$ cat src/rtl/tx_frame_builder.sv
// Transmit frame assembler: copies payload into the TX FIFO, zero-pads to MIN_LEN,
// appends the CRC-32 FCS and hands the total byte count over a four-phase handshake.
module tx_frame_builder #(
  parameter int unsigned MIN_LEN = 60,
  parameter int unsigned MAX_LEN = 1514
) (
  input  logic        clk,
  input  logic        rst,
  input  logic [7:0]  s_data,
  input  logic        s_valid,
  input  logic        s_last,
  output logic        s_ready,
  output logic [7:0]  fifo_data,
  output logic        fifo_wr,
  input  logic        fifo_full,
  output logic [10:0] word_count,
  output logic        word_count_ready,
  input  logic        word_count_ack,
  output logic        frame_truncated
);

  typedef enum logic [2:0] {
    S_IDLE, S_PAYLOAD, S_PAD, S_FCS, S_HANDOFF, S_RELEASE
  } state_t;

  localparam logic [10:0] MIN_CNT = 11'(MIN_LEN);
  localparam logic [10:0] MAX_CNT = 11'(MAX_LEN);

  state_t      state;
  logic [10:0] count;
  logic [10:0] next_count;
  logic [10:0] pay_count;
  logic [31:0] crc;
  logic [31:0] fcs;
  logic [1:0]  fcs_idx;
  logic        trunc_seen;
  logic        accept;

  function automatic logic [31:0] crc_byte(input logic [31:0] c, input logic [7:0] d);
    logic [31:0] r;
    r = c ^ {24'd0, d};
    for (int unsigned i = 0; i < 8; i++)
      r = r[0] ? ((r >> 1) ^ 32'hEDB88320) : (r >> 1);
    return r;
  endfunction

  assign s_ready = !rst && (state == S_IDLE || state == S_PAYLOAD) && !fifo_full;
  assign accept  = s_valid && s_ready;
  assign fcs     = ~crc;

  always_comb begin
    next_count = count + 11'd1;
    // Frame length as it will stand after the byte being accepted (dropped bytes do not count).
    pay_count  = (count == MAX_CNT) ? count : next_count;
  end

  always_ff @(posedge clk) begin
    if (rst) begin
      state            <= S_IDLE;
      count            <= '0;
      crc              <= '1;
      fcs_idx          <= '0;
      trunc_seen       <= 1'b0;
      fifo_wr          <= 1'b0;
      fifo_data        <= '0;
      word_count       <= '0;
      word_count_ready <= 1'b0;
      frame_truncated  <= 1'b0;
    end else begin
      fifo_wr         <= 1'b0;
      frame_truncated <= 1'b0;
      case (state)
        // Counter, CRC and truncation flag are already clear on entry to S_IDLE,
        // so the first byte shares the payload path.
        S_IDLE, S_PAYLOAD: begin
          if (accept) begin
            state <= S_PAYLOAD;
            if (count == MAX_CNT) begin
              if (!trunc_seen) begin
                frame_truncated <= 1'b1;
                trunc_seen      <= 1'b1;
              end
            end else begin
              fifo_wr   <= 1'b1;
              fifo_data <= s_data;
              count     <= next_count;
              crc       <= crc_byte(crc, s_data);
            end
            if (s_last)
              state <= (pay_count < MIN_CNT) ? S_PAD : S_FCS;
          end
        end
        S_PAD: begin
          if (!fifo_full) begin
            fifo_wr   <= 1'b1;
            fifo_data <= 8'h00;
            count     <= next_count;
            crc       <= crc_byte(crc, 8'h00);
            if (next_count >= MIN_CNT)
              state <= S_FCS;
          end
        end
        S_FCS: begin
          if (!fifo_full) begin
            fifo_wr   <= 1'b1;
            fifo_data <= fcs[{fcs_idx, 3'b000} +: 8];
            count     <= next_count;
            fcs_idx   <= fcs_idx + 2'd1;
            if (fcs_idx == 2'd3)
              state <= S_HANDOFF;
          end
        end
        S_HANDOFF: begin
          if (!word_count_ready) begin
            word_count       <= count;
            word_count_ready <= 1'b1;
          end else if (word_count_ack) begin
            word_count_ready <= 1'b0;
            state            <= S_RELEASE;
          end
        end
        S_RELEASE: begin
          if (!word_count_ack) begin
            state      <= S_IDLE;
            count      <= '0;
            crc        <= '1;
            fcs_idx    <= '0;
            trunc_seen <= 1'b0;
          end
        end
        default: state <= S_IDLE;
      endcase
    end
  end

endmodule
$ cat config.mk
export PLATFORM = sky130hd
export DESIGN_NAME = tx_frame_builder
export DESIGN_NICKNAME = d
export VERILOG_FILES = /design/src/rtl/tx_frame_builder.sv
export SDC_FILE = /design/constraint.sdc
export NUM_CORES = 1
export LEC_CHECK = 0
export ABC_AREA = 0
export BUFFER_PORTS_ARGS = -buffer_cell sky130_fd_sc_hd__buf_2
export CAP_MARGIN = 5
export CORE_ASPECT_RATIO = 0.6
export CORE_UTILIZATION = 55
export DETAILED_ROUTE_END_ITERATION = 12
export PLACE_DENSITY = 0.74
export SYNTH_ARGS = -nofsm -noshare
export SYNTH_HDL_FRONTEND = slang
export SYNTH_SLANG_ARGS = --single-unit
$ cat constraint.sdc
create_clock -name clk -period 2.84 [get_ports clk]
set_input_delay 0.284 -clock clk [delete_from_list [all_inputs] [get_ports clk]]
set_output_delay 0.284 -clock clk [all_outputs]
set_load 0.05 [all_outputs]
# After elaboration in Yosys (flattened, before gate mapping)
# Cells that the tools add are included.
dict set report word_totals {
  register_bits 71
  elab_cells 133
  out_inout_bits 23
}
dict set report op_classes {
  add_sub_neg 2
  n_reduce_logical 22
  shifts 1
  magnitude_cmp 2
  n_bitwise 22
  eq_ne 18
  n_mux 56
}
# operator n
set ops {}
lappend ops {{2-to-1 mux 32 bit} 20}
lappend ops {{NOT 13 -> 14 bit} 16}
lappend ops {{case mux 32 bit (3 select lines)} 1}
lappend ops {{2-to-1 mux 11 bit} 4}
lappend ops {{case mux 11 bit (3 select lines)} 1}
lappend ops {{2-to-1 mux 8 bit} 4}
lappend ops {{NOT 32 bit} 1}
lappend ops {{variable part select 32 x 6 -> 8 bit} 1}
lappend ops {{XOR 32 x 8 -> 32 bit} 1}
lappend ops {{2-to-1 mux 3 bit} 8}
lappend ops {{case mux 8 bit (3 select lines)} 1}
lappend ops {{!= test 2 bit, second input constant} 11}
lappend ops {{case mux 3 bit (5 select lines)} 1}
lappend ops {{adder 11 x 1 -> 11 bit, second input constant} 1}
lappend ops {{== test 11 bit, second input constant} 1}
lappend ops {{greater-or-equal comparator 11 x 6 -> 1 bit, second input constant} 1}
lappend ops {{less-than comparator 11 x 6 -> 1 bit, second input constant} 1}
lappend ops {{2-to-1 mux 1 bit} 10}
lappend ops {{AND reduction 5 bit} 2}
lappend ops {{nonzero test 3 bit} 3}
lappend ops {{AND reduction 4 bit} 2}
lappend ops {{AND reduction 8 bit} 1}
lappend ops {{== test 3 x 2 -> 1 bit, second input constant} 2}
lappend ops {{== test 3 bit, second input constant} 2}
lappend ops {{16 further kinds} 27}

# Longest topological paths before layout
dict set report depth {
  word_depth 20
  mapped_depth 10
}

# Worst setup path after synthesis
# Ideal clock, no wire load.
dict set report synth_path {
  path_type {reg-to-reg}
  startpoint {reg count[0]}
  endpoint {reg crc[23]}
  setup_time_ns 0.124
  arrival_ns 1.994
  path_buffers 2
  path_slack_ns 0.722
  stages_incl_launch_ff 10
  cell_sequence {dfxtp_1 inv_1 ha_1 nand4bb_1 or3_1 clkbuf_1 o221a_2 buf_2 o2111a_1 a2111o_1}
}
dict set report synth_between {
  elab_chain_cells 3
}
# element line_no
set synth_rtl {}
lappend synth_rtl {{start, declared} 30} ;# logic [10:0] count;
lappend synth_rtl {{start signal, assigned} 86} ;# count <= next_count;
lappend synth_rtl {{start signal, assigned} 97} ;# count <= next_count;
lappend synth_rtl {{start signal, assigned} 107} ;# count <= next_count;
lappend synth_rtl {{== test 11 bit} 78} ;# if (count == MAX_CNT) begin
lappend synth_rtl {{!= test 2 bit (no source line)} n/a}
lappend synth_rtl {{AND reduction 5 bit (no source line)} n/a}
lappend synth_rtl {{end signal, assigned} 87} ;# crc <= crc_byte(crc, s_data);
lappend synth_rtl {{end signal, assigned} 98} ;# crc <= crc_byte(crc, 8'h00);
lappend synth_rtl {{end, declared} 33} ;# logic [31:0] crc;
# No other way between the ends.
# A chain may end at the register's enable or synchronous reset.

# Worst setup path after layout
dict set report layout_path {
  startpoint {reg count[1]}
  endpoint {reg state[0]}
}
dict set report layout_between {
  elab_chain_cells 7
  elab_cells_between_ends 11
  classes_between {add/sub: 1; order compare: 2; eq/ne: 2; mux: 5; reduce/logical: 1}
}
# element line_no
set layout_rtl {}
lappend layout_rtl {{adder 11 x 1 -> 11 bit or == test 11 bit (tied branches)} {52, 54}}
lappend layout_rtl {{2-to-1 mux 11 bit} n/a}
lappend layout_rtl {{less-than comparator 11 x 6 -> 1 bit} 90} ;# state <= (pay_count < MIN_CNT) ? S_PAD : S_FCS;
lappend layout_rtl {{2-to-1 mux 1 bit} 90}
lappend layout_rtl {{2-to-1 mux 2 bit} 89} ;# if (s_last)
lappend layout_rtl {{2-to-1 mux 3 bit} 76} ;# if (accept) begin
lappend layout_rtl {{case mux 3 bit (5 select lines)} 72} ;# case (state)
lappend layout_rtl {{end signal, assigned} 90}
lappend layout_rtl {{end, declared} 29} ;# state_t state;
# Several ways; a longest one is shown, not always the timed one. The select of a mux whose other input is x is not followed.

==> results.yml <==
synth:
  syn_nets: 611
  synth.largest_area_cell: "dfxtp_1"
  ys_types: 67
  synth_area_leaders: "dfxtp_1 28%, xnor2_1 13%, xor2_1 5.5%, a21oi_1 4.9%, nand2_1 3.9%"
  yosysSeqAreaShare_pct: 27.9
  synthAdderAreaFrac_pct: 0.736
  synth_edf_count: 0
  yosysMostFrequentCell: "xnor2_1"
  yosysWarnings: 0
  synth_compound_area_share_pct: 18.5
  synthTopCellsByCount: "74 x xnor2_1, 71 x dfxtp_1, 53 x nand2_1, 50 x a21oi_1, 50 x nor2_1"
  avgSynthCellArea_sq_um: 8.59
  synthArstFlopShare_pct: 0
  yosys_register_bits: 71
  yosys.area_share.simple_pct: 16.9
  synth_xor_area_share_pct: 26.0
  synth_ff_type: "dfxtp_1"
  synth_top_area_share_pct: 27.9
  synth.area.mux_share_pct: 4.54
  syn_inst: 594
  synth_top_family_by_area: "XOR/XNOR gates"
  synth_area_sq_um: 5100
clock_network:
  ctsLongestPathBuffers: 2
  cts.clk_slew.worst_paths_ns: 0.06
  clock_latency_ns: 0.34
  htreeDepth: 3
  cts_sinks: 71
  cts_buffers: 9
  cts_tree: "done"
  cts-root-buf: "clkbuf_16"
floorplan:
  core_area_sq_um: 8750
  fp.dieH_um: 76.6
  die-area_sq_um: 9670
  initial_utilization_pct: 58.3
  pin_count: 37
  rows: 26
  die_x_um: 126
flow_run:
  max_cap_violations: 0
power:
  p_clk_share_pct: 30.5
  p_sw_mw: 1.47
  power.total_mw: 4.14
  switching_share_pct: 35.6
  p_int_mw: 2.67
  irDropWorstVdd_mv: 0.345
  seq_power_share_pct: 29.0
  power_density_nw_per_um2: 732
  combPwrFrac_pct: 40.5
  p_leak_nw: 2.12
worst_setup_path:
  startpoint: "count[1]"
  slowest_stage: "or4_1"
  end_kind: "flop"
  startpoint_type: "flop"
  cp_max_fo: 8
  critPathMaxStageDelay_ns: 0.51
  critPathRequiredTime_ns: 3.06
  path_class: "flop to flop"
  worstPathCellList: "ha_1 -> nand3_1 -> nor2_1 -> xor2_1 -> or4_1 -> o32ai_1 -> nand2_1"
  arrival_ns: 2.78
  r2r-start: "count[1]"
grt:
  grt_pass1_wl_um: 23600
  grt_max_degree: 50
  grt_pass1_vias: 4174
  grt.total_usage_pct: 32.2
  antenna_found_initial: 0
  grt-ovfl-total: 0
drt:
  wire_per_inst_um: 20.3
  viasPerCell: 6.31
  dr.pass1.iters: 5
  post-route-drc-count: 0
  ant_nets: 0
  vias: 4577
  drt_iter0_markers: 472
  totalWireLength_um: 14700
placed_design:
  hpwlAfterDp_um: 10700
  port-buffer-count: 36
  place_congestion: 0.955
cells_and_area:
  n_antenna_cell: 0
  final_core_util_pct: 64.7
  nets: 625
  syn2layout_area_growth_pct: 11.0
  seq_area_sq_um: 1420
  multiInputGateArea_sq_um: 3410
  layout-drive-gt1-share_pct: 17.0
  fillCellCount: 734
timing:
  period_minus_slack_ns: 2.56
  finalSetupViolations: 0
  timing.final.max_slew_violations: 0
  rsz0062_at_grt: "false"
  slew_headroom_pct: 50.6
  skew_ns: 0.00618
  final.setup.tns_ns: 0
  hold_viol: 0
  worst_pin_slew_ns: 0.738
  fmaxAchievable_ghz: 0.390
  min_period_over_period_pct: 90.2
worst_hold_path:
  worstHoldStart: "fifo_full"
  min_path_type: "primary input to flop"
run_status:
  outcome: "finished clean"
==> cells in the final DEF, fill, tap and decap left out, types with 6 or more instances in the layout <==
cell,instances
a211o_1,14
a211oi_1,11
a21oi_1,50
buf_2,36
buf_4,22
clkbuf_16,9
dfxtp_1,71
mux4_2,8
nand2_1,53
nand2b_1,15
nor2_1,49
nor3_1,14
o211ai_1,6
o21ai_0,20
o22ai_1,14
xnor2_1,74
xnor2_2,6
xor2_1,32
==> per-layer routing <==
layer	track usage, %	up-vias	wire [um]	share of wire [%]
met5	0	-	0	0
met4	9.76	0	267	1.8
met3	11.2	31	1780	12
met2	42.3	270	5800	39
met1	48.2	2163	6880	47
li1	-	2113	-	-
==> cells by family (layout without fill, tap and decap cells) <==
| logic type | after synthesis | in the layout |
|---|---|---|
| compound gates | 146 | 146 |
| xor+xnor | 125 | 125 |
| fa+ha+maj | 3 | 3 |
| buf+inv | 59 | 78 |
| flops | 71 | 71 |
| mux | 13 | 13 |
| simple gates | 177 | 177 |
==> area by class of cell <==
type | count | share of cell area [%]
multi-input combinational | 464 | 60.3
sequential | 71 | 25.1
timing repair buffer | 58 | 6.10
clock buffer | 9 | 3.98
tap | 112 | 2.48
clock inverter | 7 | 1.81
inverter | 4 | 0.265
==> through the flow <==
step,setup slack [ns],cells,hold slack (ns),area (sq um)
floorplan,0.722,594,0.393,5100
global placement,0.423,709,0.435,5330
global route,0.117,725,0.267,5660
finish,0.278,725,0.269,5660
CTS,0.209,725,0.254,5660
detailed placement,0.267,709,0.429,5330
==> critical path, delay by kind of cell, from the launching register on <==
kind | cells | cell delay, ns
adders and majority gates | 1 | 0.29
DFF | 1 | 0.46
AOI/OAI and AO/OA | 1 | 0.36
xor gates and xnor gates | 1 | 0.11
and+or+nand+nor | 4 | 1.22
==> final timing paths <==
kind / end / slack, ns / cells past startpoint
setup / recovery: state[0] / 0.28 / 7
setup reg to reg: state[0] / 0.28 / 7
hold / removal: fifo_wr / 0.27 / 2
hold reg to reg: frame_truncated / 0.45 / 1
==> state kept, by name, summed over array words and instances (netlist names) <==
register          flops
word_count_ready      1
word_count           11
fcs_idx               2
fifo_data             8
fifo_wr               1
frame_truncated       1
crc                  32
count                11
state                 3
trunc_seen            1
==> power groups by stage <==
stage / Combinational [mW] / Clock, mW / Sequential, mW
6_report: 1.68 / 1.26 / 1.20
5_1_grt: 1.79 / 1.33 / 1.21
4_1_cts: 1.65 / 1.28 / 1.19
3_5_place_dp: 1.63 / 0 / 1.21
3_3_place_gp: 1.59 / 0 / 1.21
2_1_floorplan: 1.35 / 0 / 1.18
==> repair_timing <==
action	4_1_cts	5_1_grt
buffers inserted	0	0
hold buffers	0	0
setup endpoints to repair	0	11
gates resized for setup	0	1
hold endpoints to repair	0	0
(Power assumes the default switching activity.)
